$ cat config.mk
export PLATFORM = sky130hd
export DESIGN_NAME = rgb_ordered_dither
export DESIGN_NICKNAME = d
export VERILOG_FILES = /design/src/rtl/rgb_ordered_dither.sv
export SDC_FILE = /design/constraint.sdc
export NUM_CORES = 1
export LEC_CHECK = 0
export BUFFER_PORTS_ARGS = -buffer_cell sky130_fd_sc_hd__buf_2
export CAP_MARGIN = 20
export CORE_ASPECT_RATIO = 0.8
export CORE_MARGIN = 8
export CORE_UTILIZATION = 55
export DETAILED_ROUTE_END_ITERATION = 16
export GPL_TIMING_DRIVEN = 0
export HOLD_SLACK_MARGIN = 0.12
export PLACE_DENSITY = 0.82
export SKIP_CTS_REPAIR_TIMING = 1
export SKIP_LAST_GASP = 1
export SLEW_MARGIN = 20
export SYNTH_ARGS = -nofsm -noshare
export SYNTH_HDL_FRONTEND = slang
export SYNTH_SLANG_ARGS = --single-unit
$ cat constraint.sdc
create_clock -name clk -period 2.9 [get_ports clk]
set_input_delay 0.29 -clock clk [delete_from_list [all_inputs] [get_ports clk]]
set_output_delay 0.29 -clock clk [all_outputs]
set_load 0.005 [all_outputs]
$ cat src/rtl/rgb_ordered_dither.sv
// -----------------------------------------------------------------------------
// rgb_ordered_dither
//
// Final colour stage ahead of the resistor-ladder VGA DAC. Each 6-bit channel
// is reduced to OUT_BITS bits with a 2x2 ordered (Bayer) dither. Pixel/line
// phase is recovered from the sync and blank inputs. Sync and blank travel
// through the same two-stage pipeline as colour, so the block drops in-line
// in front of the video pins without introducing skew.
//
// Optional feature (compile-time macro TEMPORAL_DITHER_EN): adds a frame
// parity bit that flips the column phase every frame so the dither texture
// alternates between frames instead of standing still.
//
// Parameters:
//   OUT_BITS   output bits per channel, 1..6 (D = 6 - OUT_BITS bits dropped)
//
// Ports:
//   clk        master video clock
//   rst_n      asynchronous active-low reset
//   pixel_ce   pixel clock enable; all state advances only when high
//   dither_en  1 = ordered dither, 0 = plain truncation
//   hsync_n_i  horizontal sync in, active low
//   vsync_n_i  vertical sync in, active low
//   blank_i    1 = outside active video
//   ri/gi/bi   6-bit colour in
//   ro/go/bo   OUT_BITS colour out, forced to 0 while blanked
//   hsync_n_o  hsync delayed to align with colour
//   vsync_n_o  vsync delayed to align with colour
//   blank_o    blank delayed to align with colour
// -----------------------------------------------------------------------------
module rgb_ordered_dither #(
    parameter int OUT_BITS = 3
) (
    input  logic                clk,
    input  logic                rst_n,
    input  logic                pixel_ce,
    input  logic                dither_en,
    input  logic                hsync_n_i,
    input  logic                vsync_n_i,
    input  logic                blank_i,
    input  logic [5:0]          ri,
    input  logic [5:0]          gi,
    input  logic [5:0]          bi,
    output logic [OUT_BITS-1:0] ro,
    output logic [OUT_BITS-1:0] go,
    output logic [OUT_BITS-1:0] bo,
    output logic                hsync_n_o,
    output logic                vsync_n_o,
    output logic                blank_o
);

    localparam int D = 6 - OUT_BITS;

    // Phase tracking
    logic hs_prev_q, hs_prev_d;
    logic vs_prev_q, vs_prev_d;
    logic col_par_q, col_par_d;
    logic row_par_q, row_par_d;
`ifdef TEMPORAL_DITHER_EN
    logic frame_par_q, frame_par_d;
`endif

    // Stage 1
    logic [5:0] r1_q, r1_d, g1_q, g1_d, b1_q, b1_d, t1_q, t1_d;
    logic       hs1_q, hs1_d, vs1_q, vs1_d, blank1_q, blank1_d;

    // Stage 2
    logic [OUT_BITS-1:0] ro_q, ro_d, go_q, go_d, bo_q, bo_d;
    logic                hs2_q, hs2_d, vs2_q, vs2_d, blank2_q, blank2_d;

    logic       hs_fall, vs_fall;
    logic [1:0] bayer_idx;
    logic [1:0] bayer_val;
    logic [5:0] t_cur;
    logic [5:0] t_eff;

    // Edge registers idle high, so a sync already low out of reset is not an edge.
    assign hs_fall = hs_prev_q & ~hsync_n_i;
    assign vs_fall = vs_prev_q & ~vsync_n_i;

`ifdef TEMPORAL_DITHER_EN
    assign bayer_idx = {row_par_q, col_par_q ^ frame_par_q};
`else
    assign bayer_idx = {row_par_q, col_par_q};
`endif

    always_comb begin
        case (bayer_idx)
            2'b00:   bayer_val = 2'd0;
            2'b01:   bayer_val = 2'd2;
            2'b10:   bayer_val = 2'd3;
            default: bayer_val = 2'd1;
        endcase
    end

    // Scale the 2-bit Bayer value so its range spans the dropped LSBs.
    generate
        if (D >= 2) begin : g_t_shift
            assign t_cur = 6'(bayer_val) << (D - 2);
        end else if (D == 1) begin : g_t_half
            assign t_cur = {5'b0, bayer_val[1]};
        end else begin : g_t_none
            assign t_cur = '0;
        end
    endgenerate

    assign t_eff = dither_en ? t1_q : 6'd0;

    // Add threshold, drop D LSBs, saturate when the 7-bit sum exceeds 63.
    function automatic logic [OUT_BITS-1:0] quantise(input logic [5:0] c,
                                                     input logic [5:0] t);
        logic [6:0] s;
        s = {1'b0, c} + {1'b0, t};
        return s[6] ? '1 : OUT_BITS'(s >> D);
    endfunction

    // NOTE: every _d starts as its _q so the block holds (no latch) when pixel_ce is low.
    always_comb begin
        hs_prev_d = hs_prev_q;
        vs_prev_d = vs_prev_q;
        col_par_d = col_par_q;
        row_par_d = row_par_q;
`ifdef TEMPORAL_DITHER_EN
        frame_par_d = frame_par_q;
`endif
        r1_d = r1_q; g1_d = g1_q; b1_d = b1_q; t1_d = t1_q;
        hs1_d = hs1_q; vs1_d = vs1_q; blank1_d = blank1_q;
        ro_d = ro_q; go_d = go_q; bo_d = bo_q;
        hs2_d = hs2_q; vs2_d = vs2_q; blank2_d = blank2_q;

        if (pixel_ce) begin
            hs_prev_d = hsync_n_i;
            vs_prev_d = vsync_n_i;

            if (hs_fall)       col_par_d = 1'b0;
            else if (!blank_i) col_par_d = ~col_par_q;

            // Frame start wins over line start when both edges coincide.
            if (vs_fall)       row_par_d = 1'b0;
            else if (hs_fall)  row_par_d = ~row_par_q;

`ifdef TEMPORAL_DITHER_EN
            if (vs_fall)       frame_par_d = ~frame_par_q;
`endif

            r1_d     = ri;
            g1_d     = gi;
            b1_d     = bi;
            t1_d     = t_cur;
            hs1_d    = hsync_n_i;
            vs1_d    = vsync_n_i;
            blank1_d = blank_i;

            ro_d     = blank1_q ? '0 : quantise(r1_q, t_eff);
            go_d     = blank1_q ? '0 : quantise(g1_q, t_eff);
            bo_d     = blank1_q ? '0 : quantise(b1_q, t_eff);
            hs2_d    = hs1_q;
            vs2_d    = vs1_q;
            blank2_d = blank1_q;
        end
    end

    // NOTE: non-blocking assignments only, so every flop samples pre-edge values.
    always_ff @(posedge clk or negedge rst_n) begin
        if (!rst_n) begin
            hs_prev_q <= 1'b1;
            vs_prev_q <= 1'b1;
            col_par_q <= 1'b0;
            row_par_q <= 1'b0;
`ifdef TEMPORAL_DITHER_EN
            frame_par_q <= 1'b0;
`endif
            r1_q <= '0; g1_q <= '0; b1_q <= '0; t1_q <= '0;
            hs1_q <= 1'b1; vs1_q <= 1'b1; blank1_q <= 1'b1;
            ro_q <= '0; go_q <= '0; bo_q <= '0;
            hs2_q <= 1'b1; vs2_q <= 1'b1; blank2_q <= 1'b1;
        end else begin
            hs_prev_q <= hs_prev_d;
            vs_prev_q <= vs_prev_d;
            col_par_q <= col_par_d;
            row_par_q <= row_par_d;
`ifdef TEMPORAL_DITHER_EN
            frame_par_q <= frame_par_d;
`endif
            r1_q <= r1_d; g1_q <= g1_d; b1_q <= b1_d; t1_q <= t1_d;
            hs1_q <= hs1_d; vs1_q <= vs1_d; blank1_q <= blank1_d;
            ro_q <= ro_d; go_q <= go_d; bo_q <= bo_d;
            hs2_q <= hs2_d; vs2_q <= vs2_d; blank2_q <= blank2_d;
        end
    end

    assign ro        = ro_q;
    assign go        = go_q;
    assign bo        = bo_q;
    assign hsync_n_o = hs2_q;
    assign vsync_n_o = vs2_q;
    assign blank_o   = blank2_q;

endmodule
==> flow_summary.yaml, run 1 <==
outcome:
  status: "complete, no violations"
sta:
  rsz0062_at_grt: "false"
  fin_crit_sh: 0.4553
  finClkSkew_ns: 0.01216
  maxSlewViolCount: 0
  fin_tns_setup_ns: 0
  hold_viol: 0
  maxSlewHeadroom: 0.5023
  min_period_ns: 1.320
  max_freq_mhz: 757.4
  finalSetupViolCount: 0
  worstMarginPinSlew_ns: 0.7465
critical_path:
  crit_chain: "nand2b_1 -> clkbuf_1 -> a31o_2 -> o2bb2ai_1"
  slowest_stage: "dfstp_2"
  cp_max_fo: 8
  r2r_cells: 4
  required_ns: 3.13
  slowest_delay_ns: 0.58
  worst_setup_path_end_kind: "flop"
  cp_num_buf_inv: 1
  arrival_ns: 1.55
  start_kind: "flop"
  critical_path_class: "reg2reg"
  cp_num_cells: 4
  crit_family: "flip-flops"
die:
  start_util: 0.5688
  pin_count: 37
  std_cell_rows: 17
  die-area_mm2: 0.004752
  dieHeight_um: 63.28
  core-area_mm2: 0.002701
  die_x_um: 75.10
place:
  place.gp.congestion: 0.8217
  portBuffers: 32
  placed_area_mm2: 0.001744
  dp_cells: 201
  hpwl_um: 2504
pwr:
  ir_drop_mv: 0.4321
  p_leak_uw: 0.0008498
  power.total_uw: 1122
  powerDensity_mw_per_mm2: 612.1
yosys:
  ys_types: 30
  async_reset_ff_frac: 1.000
  synth_warnings: 0
  ys_seq_area_frac: 0.5586
  synth_nets: 158
  synth_edf_count: 0
  synth_cells: 131
  ys_ff_latch: 34
  netlist_area_mm2: 0.001536
  synth-main-ff-cell: "dfrtp_1"
  synth.avg_cell_area_um2: 11.73
routing:
  firstDrtPassIters: 4
  detail-route-antenna-nets: 0
  wl_per_cell_um: 15.73
  drtIter0Drc: 60
  routed_wl_um: 3303
  dr_total_vias: 1156
  drcViolationCount: 0
  vias_per_cell: 5.505
cts:
  cts_inserted_buffers: 5
  cts_root_buf: "clkbuf_4"
  clock_path_buffers: 2
  cts_tree: "built"
  clk_pin_slew_ns: 0.11
  h-tree-depth: 2
  clk_latency_ns: 0.33
  cts_sinks: 34
layout:
  final_cell_area_mm2: 0.001833
  final_util: 0.6786
  diodes: 0
  finalNonFillerCells: 210
  drive_above_1_share: 0.4302
  synthToLayoutAreaGrowth_pct: 19.30
  fill_cells: 230
  multiInputGateArea_um2: 623.1
  final_nets: 198
  seq_area_um2: 858.3
worst_hold_path:
  min_path_type: "in2reg"
  hold_depth: 2
run:
  max-cap-violations: 0
grt:
  grt_usage: 0.1551
  gr-total-overflow: 0
  grt_max_degree: 35
  grt_antenna_before_repair: 0
  grt_pass1_vias: 1263
  grt_pass1_wl_um: 5747
==> logic make-up after synthesis <==
family / count (synthesis) / share of synthesized area
DFF: 34 / 0.5586
AOI/OAI and AO/OA: 35 / 0.1580
adders and majority gates: 2 / 0.01628
muxes: 21 / 0.1531
buffers and inverters: 13 / 0.03582
and+or+nand+nor: 26 / 0.07818
==> layout by cell type (no fill, tap or decap) <==
| cell type | count |
|---|---|
| a211oi_1 | 1 |
| a21o_1 | 1 |
| a21oi_1 | 10 |
| a21oi_2 | 1 |
| a22o_1 | 2 |
| a31o_2 | 1 |
| a31oi_1 | 1 |
| a41o_1 | 1 |
| buf_2 | 37 |
| clkbuf_1 | 1 |
| clkbuf_4 | 5 |
| clkbuf_8 | 3 |
| clkinv_1 | 1 |
| dfrtp_1 | 28 |
| dfstp_2 | 6 |
| dlygate4sd3_1 | 1 |
| ha_1 | 2 |
| inv_1 | 6 |
| mux2_2 | 20 |
| mux2i_1 | 1 |
| nand2_1 | 7 |
| nand2b_1 | 2 |
| nand3_1 | 6 |
| nor2_1 | 6 |
| nor2b_1 | 3 |
| nor3_1 | 2 |
| o211ai_1 | 1 |
| o21ai_0 | 5 |
| o22a_2 | 1 |
| o22ai_1 | 1 |
| o2bb2ai_1 | 6 |
| o31ai_1 | 1 |
| o32ai_1 | 2 |
==> Yosys cell counts (2+ instances only) <==
cell | instances | area, um^2
dfrtp_1 | 28 | 700.7
o2bb2ai_1 | 6 | 52.55
o32ai_1 | 2 | 17.52
nor2b_1 | 3 | 18.77
nand2b_1 | 2 | 12.51
nand3_1 | 6 | 30.03
a21oi_1 | 10 | 50.05
inv_1 | 6 | 22.52
a22o_1 | 2 | 17.52
nand2_1 | 7 | 26.28
ha_1 | 2 | 25.02
dfstp_2 | 6 | 157.7
buf_2 | 5 | 25.02
nor2_1 | 6 | 22.52
o21ai_0 | 5 | 25.02
nor3_1 | 2 | 10.01
mux2_2 | 20 | 225.2
==> sequential cells by signal (all words and copies together), names as in the netlist, 2 cells and up <==
register and flops:
b1_q 5, bo 3, g1_q 5, go 3, r1_q 5, ro 3
t1_q 2
==> report_power, final <==
group	total (uW)	switching [uW]	internal [uW]
combinational	200	96.6	103
clock	321	155	166
sequential	602	58.2	543
total	1120	310	812
==> stage by stage <==
stage                     hold WS [ns]  setup WS, ns
after global placement          0.3792         1.630
after floorplan              -0.005591         1.747
after global routing            0.1755         1.479
after CTS                      0.02373         1.567
after detailed placement        0.3892         1.587
final                           0.1831         1.580
==> per-layer routing <==
metal,wire [um],vias up,track usage
li1,-,555,-
met1,1454,558,0.1830
met2,1550,37,0.2446
met3,251,6,0.05845
met4,46,0,0.06098
met5,0,-,0
==> final cells by class <==
type,instances,area share
Sequential cell,34,0.4683
Multi-Input combinational cell,84,0.3399
Timing Repair Buffer,33,0.09283
Clock buffer,8,0.04300
Tap cell,38,0.02594
Buffer,6,0.01570
Inverter,7,0.01433
==> worst paths after layout <==
path | from | to | slack [ns]
worst max-delay path | blank1_q$_DFFE_PN1P_ | go[1]$_DFFE_PN0P_ | 1.58
worst min-delay path | gi[4] | g1_q[4]$_DFFE_PN0P_ | 0.18
worst max register to register | blank1_q$_DFFE_PN1P_ | go[1]$_DFFE_PN0P_ | 1.58
worst min register to register | go[0]$_DFFE_PN0P_ | go[0]$_DFFE_PN0P_ | 0.50
max in group asynchronous | rst_n | g1_q[1]$_DFFE_PN0P_ | 1.87
min in group asynchronous | rst_n | b1_q[4]$_DFFE_PN0P_ | 0.55
No activity file was read; power rests on OpenSTA's default activity.
==> inputs of run 2 (changes only) <==
--- a/config.mk
+++ b/config.mk
@@ -9,11 +9,11 @@
 export CAP_MARGIN = 20
 export CORE_ASPECT_RATIO = 0.8
 export CORE_MARGIN = 8
-export CORE_UTILIZATION = 55
+export CORE_UTILIZATION = 47
 export DETAILED_ROUTE_END_ITERATION = 16
 export GPL_TIMING_DRIVEN = 0
 export HOLD_SLACK_MARGIN = 0.12
-export PLACE_DENSITY = 0.82
+export PLACE_DENSITY = 0.74
 export SKIP_CTS_REPAIR_TIMING = 1
 export SKIP_LAST_GASP = 1
 export SLEW_MARGIN = 20
==> constraint.sdc (replaced) <==
create_clock -name clk -period 1.2 [get_ports clk]
set_input_delay 0.12 -clock clk [delete_from_list [all_inputs] [get_ports clk]]
set_output_delay 0.12 -clock clk [all_outputs]
set_load 0.005 [all_outputs]
==> run 2 against run 1 <==
Non-clock buffer count grew 17. The flow now finishes with violations (setup timing). Clock-buffer cell count fell by 1. Sequential power rose by 140%. Wire length increased by 9.9%. Die area is 13% higher.
==> flow_summary.yaml, run 2 (same netlist as run 1, synthesis figures left out) <==
cts:
  clock_path_buffers: 2
  cts_inserted_buffers: 5
  clk_pin_slew_ns: 0.06
  cts_root_buf: "clkbuf_8"
  h-tree-depth: 2
  cts_tree: "built"
  cts_sinks: 34
  clk_latency_ns: 0.28
place:
  place.gp.congestion: 0.8168
  dp_cells: 203
  portBuffers: 32
  post-place-ws_ns: -0.1113
  hpwl_um: 2557
run:
  max-cap-violations: 0
critical_path:
  slowest_delay_ns: 0.45
  slowest_stage: "dfrtp_2"
  worst_setup_path_end_kind: "flop"
  cp_num_cells: 4
  crit_chain: "a21oi_1 -> o22ai_1 -> a31o_2 -> o2bb2ai_1"
  start_kind: "flop"
  reg2reg_from: "t1_q[1]$_DFFE_PN0P_"
  cp-startpoint: "t1_q[1]$_DFFE_PN0P_"
  crit_family: "compound AO/OA/AOI/OAI gates"
  required_ns: 1.40
  arrival_ns: 1.46
  cp_num_buf_inv: 0
  cp_max_fo: 6
  r2r_cells: 4
  critical_path_class: "reg2reg"
routing:
  drcViolationCount: 0
  vias_per_cell: 5.281
  detail-route-antenna-nets: 0
  wl_per_cell_um: 15.92
  drtIter0Drc: 65
  firstDrtPassIters: 4
  routed_wl_um: 3630
  dr_total_vias: 1204
sta:
  maxSlewViolCount: 0
  worst_slack_ns: -0.06623
  finalSetupViolCount: 3
  min_period_ns: 1.266
  max_freq_mhz: 789.7
  hold_viol: 0
  maxSlewHeadroom: 0.5065
  rsz0062_at_grt: "true"
  worstMarginPinSlew_ns: 0.7403
  finClkSkew_ns: 0.003371
  fin_crit_sh: 1.055
layout:
  top_regs: "b1_q x5, g1_q x5, r1_q x5"
  diodes: 0
  finalNonFillerCells: 228
  final_nets: 215
  layout_commonest_cell: "buf_2"
  synthToLayoutAreaGrowth_pct: 32.65
  drive_above_1_share: 0.4255
  seq_area_um2: 860.8
  final_util: 0.6558
  multiInputGateArea_um2: 651.9
  fill_cells: 248
  final_cell_mix: "buf_2 (37), dfrtp_1 (26), mux2_2 (20)"
die:
  start_util: 0.4944
  dieHeight_um: 67.14
  pin_count: 37
  die-area_mm2: 0.005366
  die_x_um: 79.93
  std_cell_rows: 18
  core-area_mm2: 0.003108
worst_hold_path:
  hold_depth: 2
  holdCritStartpoint: "blank_i"
  min_path_type: "in2reg"
grt:
  gr-total-overflow: 0
  grt_pass1_wl_um: 5713
  grt_pass1_vias: 1213
  grt_max_degree: 35
  grt_usage: 0.1392
  grt_antenna_before_repair: 0
outcome:
  violations: "setup timing"
  status: "finished, violations left"
pwr:
  power.total_uw: 2789
  p_leak_uw: 0.0009252
  ir_drop_mv: 0.9414
  powerDensity_mw_per_mm2: 1369
## run 2: changes by cell type in the layout (fill, tap and decap cells not counted), sizes merged
cell,delta
clkbuf,-2
dlygate4sd3,+17
buf,+1
## run 2: cell type report
| type | count | share of cell area |
|---|---|---|
| clock buffers | 7 | 0.03745 |
| multi-input cells | 84 | 0.3198 |
| well taps | 40 | 0.02455 |
| inverters | 7 | 0.01289 |
| plain buffers | 5 | 0.01228 |
| repair buffers | 51 | 0.1707 |
| flip-flops and latches | 34 | 0.4223 |
## run 2: routing by layer
layer | global-route usage | routed length, um
met3 | 0.07029 | 287
met4 | 0.05430 | 48
met2 | 0.2216 | 1716
met5 | 0 | 0
met1 | 0.1578 | 1578
## run 2: power by group
| group | switching [uW] | internal [uW] | total [uW] |
|---|---|---|---|
| Clock | 366 | 399 | 764 |
| Combinational | 267 | 306 | 573 |
| Sequential | 132 | 1320 | 1450 |
| Total | 765 | 2020 | 2790 |
## run 2: final timing paths
kind | end | slack [ns]
hold / removal | blank1_q$_DFFE_PN1P_ | 0.14
setup / recovery | go[1]$_DFFE_PN0P_ | -0.07
setup reg to reg | go[1]$_DFFE_PN0P_ | -0.07
min in group asynchronous | bo[1]$_DFFE_PN0P_ | 0.44
hold reg to reg | go[0]$_DFFE_PN0P_ | 0.49
max in group asynchronous | t1_q[2]$_DFFE_PN0P_ | 0.24
## run 2: worst register-to-register path: stages (launching register included)
cell	delay, ns
dfrtp_2	0.45
a21oi_1	0.20
o22ai_1	0.14
a31o_2	0.26
o2bb2ai_1	0.14
## run 2: stage by stage
step / hold slack (ns) / TNS [ns] / instance area [um^2]
2_1_floorplan: -0.1756 / 0 / 1536
3_3_place_gp: 0.2114 / -0.1735 / 1747
3_5_place_dp: 0.2273 / -0.6085 / 1747
4_1_cts: -0.08429 / -0.8339 / 1823
5_1_grt: 0.1286 / -0.5410 / 2038
6_report: 0.1351 / -0.1161 / 2038
